<file path="config.mk">
export PLATFORM = sky130hd
export DESIGN_NAME = led_zone_serializer
export DESIGN_NICKNAME = d
export VERILOG_FILES = /design/src/rtl/led_pkg.sv /design/src/rtl/led_gamma_lut.sv /design/src/rtl/led_zone_serializer.sv
export SDC_FILE = /design/constraint.sdc
export NUM_CORES = 1
export LEC_CHECK = 0
export ABC_AREA = 1
export BUFFER_PORTS_ARGS = -buffer_cell sky130_fd_sc_hd__buf_2
export CAP_MARGIN = 10
export CORE_MARGIN = 1.5
export CORE_UTILIZATION = 58
export CTS_CLUSTER_SIZE = 24
export DETAILED_ROUTE_END_ITERATION = 10
export PLACE_DENSITY = 0.79
export SYNTH_ARGS = -nofsm -noshare
export SYNTH_HDL_FRONTEND = slang
export SYNTH_SLANG_ARGS = --single-unit
</file>
<file path="constraint.sdc">
create_clock -name rd_clk -period 2.5 [get_ports rd_clk]
set_clock_uncertainty 0.05 [all_clocks]
set_input_delay 0.125 -clock rd_clk [delete_from_list [all_inputs] [get_ports rd_clk]]
set_output_delay 0.125 -clock rd_clk [all_outputs]
set_load 0.005 [all_outputs]
</file>
<file path="src/rtl/led_pkg.sv">
// Shared definitions for the LED zone serializer: FSM states, default zone
// count, packed RGB channel positions and the duty width.
package led_pkg;

    typedef enum logic [2:0] {
        ST_IDLE  = 3'd0,
        ST_FETCH = 3'd1,
        ST_WAIT  = 3'd2,
        ST_SHIFT = 3'd3,
        ST_LATCH = 3'd4,
        ST_DONE  = 3'd5
    } led_state_e;

    localparam int LED_ZONE_NUM = 40;
    localparam int DUTY_W       = 8;

    localparam int R_MSB = 23;
    localparam int R_LSB = 16;
    localparam int G_MSB = 15;
    localparam int G_LSB = 8;
    localparam int B_MSB = 7;
    localparam int B_LSB = 0;

    // Unsigned maximum of the three 8-bit colour channels.
    function automatic logic [DUTY_W-1:0] max3(input logic [DUTY_W-1:0] r,
                                               input logic [DUTY_W-1:0] g,
                                               input logic [DUTY_W-1:0] b);
        logic [DUTY_W-1:0] m;
        m = (r > g) ? r : g;
        m = (b > m) ? b : m;
        return m;
    endfunction

endpackage

</file>
<file path="src/rtl/led_gamma_lut.sv">
// Gamma-2.2 correction ROM: y = round(255 * (x/255)^2.2), 256 constant entries.
// Only instantiated when LED_GAMMA_EN is defined.
module led_gamma_lut
    import led_pkg::*;
(
    input  logic [DUTY_W-1:0] x,
    output logic [DUTY_W-1:0] y
);

    logic [DUTY_W-1:0] rom_s [256];

    for (genvar i = 0; i < 256; i++) begin : g_rom
        localparam int V = int'(255.0 * $pow(real'(i) / 255.0, 2.2));
        assign rom_s[i] = DUTY_W'(V);
    end

    assign y = rom_s[x];

endmodule

</file>
<file path="src/rtl/led_zone_serializer.sv">
// Drains one frame of zone means from the FIFO, reduces each to an 8-bit duty
// and shifts it MSB-first to the LED driver chain. Optional: LED_GAMMA_EN.
module led_zone_serializer
    import led_pkg::*;
#(
    parameter int ZONE_NUM     = LED_ZONE_NUM,
    parameter int CLK_DIV      = 4,
    parameter int LATCH_CYCLES = 8,
    parameter int TIMEOUT      = 1024
) (
    input  logic        rd_clk,
    input  logic        rst,
    input  logic        frame_start,
    input  logic        fifo_empty,
    input  logic [23:0] fifo_dout,
    output logic        fifo_rd_en,
    output logic        led_sclk,
    output logic        led_sdo,
    output logic        led_latch,
    output logic        busy,
    output logic        frame_done,
    output logic        underflow
);

    localparam int ZW = (ZONE_NUM > 1)     ? $clog2(ZONE_NUM)     : 1;
    localparam int WW = (TIMEOUT > 1)      ? $clog2(TIMEOUT)      : 1;
    localparam int DW = (CLK_DIV > 1)      ? $clog2(CLK_DIV)      : 1;
    localparam int LW = (LATCH_CYCLES > 1) ? $clog2(LATCH_CYCLES) : 1;

    led_state_e        state_r,  state_nx_s;
    logic [ZW-1:0]     zone_r,   zone_nx_s;
    logic [WW-1:0]     wait_r,   wait_nx_s;
    logic [2:0]        bit_r,    bit_nx_s;
    logic [DW-1:0]     div_r,    div_nx_s;
    logic              half_r,   half_nx_s;
    logic [LW-1:0]     lat_r,    lat_nx_s;
    logic [DUTY_W-1:0] duty_r,   duty_nx_s;
    logic              underflow_nx_s;

    logic [DUTY_W-1:0] max_s;
    logic [DUTY_W-1:0] duty_src_s;

    logic led_sclk_r, led_sdo_r, led_latch_r, busy_r, frame_done_r, underflow_r;

    assign max_s = max3(fifo_dout[R_MSB:R_LSB], fifo_dout[G_MSB:G_LSB], fifo_dout[B_MSB:B_LSB]);

`ifdef LED_GAMMA_EN
    led_gamma_lut u_gamma (
        .x (max_s),
        .y (duty_src_s)
    );
`else
    assign duty_src_s = max_s;
`endif

    // The FIFO strobe must reach the FIFO in the same cycle, so it is not registered.
    assign fifo_rd_en = (state_r == ST_FETCH) && !fifo_empty;

    // Next-state and counter logic for the frame sequencer.
    always_comb begin
        state_nx_s     = state_r;
        zone_nx_s      = zone_r;
        wait_nx_s      = wait_r;
        bit_nx_s       = bit_r;
        div_nx_s       = div_r;
        half_nx_s      = half_r;
        lat_nx_s       = lat_r;
        duty_nx_s      = duty_r;
        underflow_nx_s = 1'b0;

        case (state_r)
            ST_IDLE: begin
                if (frame_start) begin
                    state_nx_s = ST_FETCH;
                    zone_nx_s  = ZW'(0);
                    wait_nx_s  = WW'(0);
                    bit_nx_s   = 3'd0;
                    div_nx_s   = DW'(0);
                    half_nx_s  = 1'b0;
                end else begin
                    state_nx_s = ST_IDLE;
                end
            end
            ST_FETCH: begin
                if (!fifo_empty) begin
                    state_nx_s = ST_WAIT;
                    wait_nx_s  = WW'(0);
                end else if (wait_r == WW'(TIMEOUT - 1)) begin
                    state_nx_s     = ST_IDLE;
                    wait_nx_s      = WW'(0);
                    underflow_nx_s = 1'b1;
                end else begin
                    wait_nx_s = wait_r + WW'(1);
                end
            end
            ST_WAIT: begin
                duty_nx_s  = duty_src_s;
                bit_nx_s   = 3'd0;
                div_nx_s   = DW'(0);
                half_nx_s  = 1'b0;
                state_nx_s = ST_SHIFT;
            end
            ST_SHIFT: begin
                if (div_r == DW'(CLK_DIV - 1)) begin
                    div_nx_s = DW'(0);
                    if (!half_r) begin
                        half_nx_s = 1'b1;
                    end else begin
                        half_nx_s = 1'b0;
                        if (bit_r == 3'd7) begin
                            bit_nx_s = 3'd0;
                            if (zone_r == ZW'(ZONE_NUM - 1)) begin
                                state_nx_s = ST_LATCH;
                                lat_nx_s   = LW'(0);
                            end else begin
                                state_nx_s = ST_FETCH;
                                zone_nx_s  = zone_r + ZW'(1);
                            end
                        end else begin
                            bit_nx_s = bit_r + 3'd1;
                        end
                    end
                end else begin
                    div_nx_s = div_r + DW'(1);
                end
            end
            ST_LATCH: begin
                if (lat_r == LW'(LATCH_CYCLES - 1)) begin
                    state_nx_s = ST_DONE;
                end else begin
                    lat_nx_s = lat_r + LW'(1);
                end
            end
            ST_DONE: begin
                state_nx_s = ST_IDLE;
            end
            default: begin
                state_nx_s = ST_IDLE;
            end
        endcase
    end

    // Sequencer state and counters.
    always_ff @(posedge rd_clk or posedge rst) begin
        if (rst) begin
            state_r <= ST_IDLE;
            zone_r  <= ZW'(0);
            wait_r  <= WW'(0);
            bit_r   <= 3'd0;
            div_r   <= DW'(0);
            half_r  <= 1'b0;
            lat_r   <= LW'(0);
            duty_r  <= DUTY_W'(0);
        end else begin
            state_r <= state_nx_s;
            zone_r  <= zone_nx_s;
            wait_r  <= wait_nx_s;
            bit_r   <= bit_nx_s;
            div_r   <= div_nx_s;
            half_r  <= half_nx_s;
            lat_r   <= lat_nx_s;
            duty_r  <= duty_nx_s;
        end
    end

    // Outputs are registered from the next-state view so they line up with the state they describe.
    always_ff @(posedge rd_clk or posedge rst) begin
        if (rst) begin
            led_sclk_r   <= 1'b0;
            led_sdo_r    <= 1'b0;
            led_latch_r  <= 1'b0;
            busy_r       <= 1'b0;
            frame_done_r <= 1'b0;
            underflow_r  <= 1'b0;
        end else begin
            led_sclk_r   <= (state_nx_s == ST_SHIFT) && half_nx_s;
            led_sdo_r    <= (state_nx_s == ST_SHIFT) ? duty_nx_s[3'd7 - bit_nx_s] : 1'b0;
            led_latch_r  <= (state_nx_s == ST_LATCH);
            busy_r       <= (state_nx_s != ST_IDLE);
            frame_done_r <= (state_nx_s == ST_DONE);
            underflow_r  <= underflow_nx_s;
        end
    end

    assign led_sclk   = led_sclk_r;
    assign led_sdo    = led_sdo_r;
    assign led_latch  = led_latch_r;
    assign busy       = busy_r;
    assign frame_done = frame_done_r;
    assign underflow  = underflow_r;

endmodule

</file>
==> impl_metrics.toml <==
[run_status]
outcome = "finished with violations"
violations = "negative setup slack"

[critical_path]
critPathRequiredTime_ns = 2.64
worstReg2RegStart = "wait_r[1]"
critPathCapture = "led_sdo"
criticalPathCategory = "input pin to flop"
start_kind = "input pin"
cp_max_fo = 6
cp_slowest_stage_delay_ns = 0.27
crit_top_cell = "nand2_1"
arrival_ns = 2.89
end_kind = "flop"
cp_slowest_cell = "ha_4"
worstReg2RegEnd = "lat_r[2]"
cp-startpoint = "fifo_dout[19]"
r2r_cells = 15
r2r_setup_slack_ns = 0.04

[sta]
finalCritPeriodShare_pct = 110
setup_violations = 4
worst_slew_pin_slew_ns = 0.551
rsz0062_at_grt = "yes"
layout_setup_ws_ns = -0.255
hold_viol_final = 0
finalCriticalPeriod_ns = 2.75
fmax_ghz = 0.363
slew_headroom_pct = 63.2
slew_violations = 0

[finish]
layout_common_cells = "nand2_1 (62), inv_1 (50), buf_4 (47)"
layout.cells.non_filler = 510
drive_gt1_share_pct = 39.1
num_antenna_cells = 0
final_common_cell = "nand2_1"
synthToLayoutAreaGrowth_pct = 41.3
final_nets = 506

[detailed_routing]
ant_nets = 0
drt-total-wl_um = 8870
drt_iter0_markers = 308
avgViaCountPerCell = 5.91
drc = 0
wl_per_cell_um = 17.4
num_vias = 3016
detail_route.first_pass.iterations = 5

[clock_network]
htreeDepth = 2
clockBufferDepth = 2
clock-sinks = 42
clkLatencyLatePin_ns = 0.30
cts_buffers = 5
cts-root-buf = "clkbuf_8"
clk_transition_reported_paths_ns = 0.09
tritoncts = "yes"

[grt]
grtUsageMet1_pct = 35.3
busiest_layer = "met2"
antenna_found_initial = 0
met2_usage_pct = 52.7
grt_pass1_vias = 2828
overflow = 0
grt_use_met3_pct = 5.69
grt_max_degree = 43
grt_util_all_layers_pct = 30.0
grt_pass1_wl_um = 12200

[logic_synthesis]
ys_ff_latch = 42
yosysWarnings = 0
synth_top_area_share_pct = 38.1
syn_area_mm2 = 0.00276
syn_area_per_cell_um2 = 7.51
syn-num-nets = 416
synth.area.top_cells = "dfrtp_1 (38%), nand2_1 (10%), ha_1 (9.5%), inv_1 (8.3%), nand3_1 (5.1%)"
yosysTopAreaCell = "dfrtp_1"
ys_types = 36
synth_cells = 367
ys_seq_area_share_pct = 38.1

[die]
io_pins = 35
core_region_area_mm2 = 0.00447
start_util_pct = 61.6
die_w_um = 71.9
dieArea_mm2 = 0.00517
die_h_um = 71.9
rows = 24

[min_path]
hp-class = "input pin to flop"

[power_and_ir_drop]
power_switching_mw = 0.541
powerDensity_mw_per_mm2 = 417
leakage_nw = 2.01
fin_total_pwr_mw = 1.62
vdd_drop_max_mv = 0.491
p_sw_share_pct = 33.3
clock_power_share_pct = 27.9
comb_power_share_pct = 30.2
pwr-share-seq_pct = 41.9
intPower_mw = 1.08

[placed_design]
placedCellCount = 485
place.gp.congestion = 0.915
portBuffers = 34
detailed_place_hpwl_um = 4830

[job]
max-cap-violations = 0
## worst max-delay path: cells and delay by family
kind / cells / cell delay (ns)
and+or+nand+nor: 22 / 1.77
adders and majority gates: 2 / 0.46
AOI/OAI and AO/OA: 1 / 0.08
buffers and inverters: 4 / 0.45
## power groups by stage
stage	combinational, mW	sequential, mW	clock [mW]
after floorplan	0.196	0.694	0
after global placement	0.296	0.694	0
after detailed placement	0.307	0.694	0
after CTS	0.390	0.680	0.445
after global routing	0.519	0.681	0.475
final	0.490	0.681	0.454
## sequential cells by signal, indices dropped and copies added (netlist names), 2 cells and up
| register | count |
|---|---|
| bit_r | 3 |
| div_r | 2 |
| duty_r | 8 |
| lat_r | 3 |
| state_r | 3 |
| wait_r | 10 |
| zone_r | 6 |
## final cells by class
class / count / area, µm²
inverter: 64 / 263
multi-input combinational: 263 / 1830
fill: 224 / 582
clock buffer: 6 / 72.6
tap: 52 / 65.1
timing repair buffer: 81 / 594
sequential: 42 / 1050
clock inverter: 2 / 13.8
## worst min-delay path by stage
| stage | start | end | cells past startpoint | slack (ns) |
|---|---|---|---|---|
| after floorplan | fifo_empty | state_r[1] | 1 | 0.22 |
| after global placement | rst | led_sclk | 3 | 0.23 |
| after detailed placement | rst | half_r | 3 | 0.24 |
| after CTS | fifo_empty | underflow | 3 | 0.08 |
| after global routing | fifo_empty | state_r[1] | 2 | 0.10 |
| final | fifo_empty | underflow | 3 | 0.10 |
## kinds of logic (layout without fill, tap and decap cells)
logic type	after synthesis	in the layout	synth area share (%)
AO/OA/AOI/OAI	51	51	10.7
XOR/XNOR	1	1	0.318
adder cells (fa/ha/maj)	21	21	9.54
buffers and inverters	66	153	8.99
flip-flops	42	42	38.1
AND/OR/NAND/NOR	186	190	32.3
## layer usage
layer,vias to the layer above,routed length (µm)
met2,189,4440
met1,1398,3340
li1,1368,-
met3,61,659
met5,-,0
met4,0,433
## cells in the mapped netlist (all sizes together)
| cell type | n |
|---|---|
| or2 | 8 |
| nand3 | 29 |
| nand4 | 3 |
| nor2 | 40 |
| and3 | 1 |
| xor2 | 1 |
| nor3b | 2 |
| clkbuf | 2 |
| ha | 21 |
| o31ai | 1 |
| a21oi | 17 |
| a22o | 2 |
| and2 | 7 |
| a211oi | 1 |
| dfrtp | 42 |
| nor3 | 8 |
| nand2 | 83 |
| a21o | 2 |
| a31o | 1 |
| nand3b | 3 |
| a32oi | 2 |
| o21ai | 23 |
| o22ai | 1 |
| inv | 64 |
| o21bai | 1 |
| nor4 | 2 |
## timing repair
| action | in CTS | in global routing |
|---|---|---|
| resized for setup | 31 | 51 |
| pin swaps | 29 | 33 |
| setup endpoints to repair | 5 | 19 |
| hold buffers | 1 | 0 |
| endpoints found under the hold margin | 42 | 0 |
| cloned | 4 | 0 |
| setup buffers | 5 | 8 |
## through the flow
stage	hold WS, ns	utilization, %	cell area (µm²)	setup TNS [ns]	setup WS [ns]
finish	0.101	87.0	3890	-0.656	-0.255
global route	0.104	87.0	3890	-1.55	-0.385
global placement	0.229	75.4	3370	-1.85	-0.425
floorplan	0.216	-	2900	-0.254	-0.240
CTS	0.0837	81.8	3660	0	0.00391
detailed placement	0.243	75.4	3370	-2.97	-0.557
(Power assumes the default switching activity.)
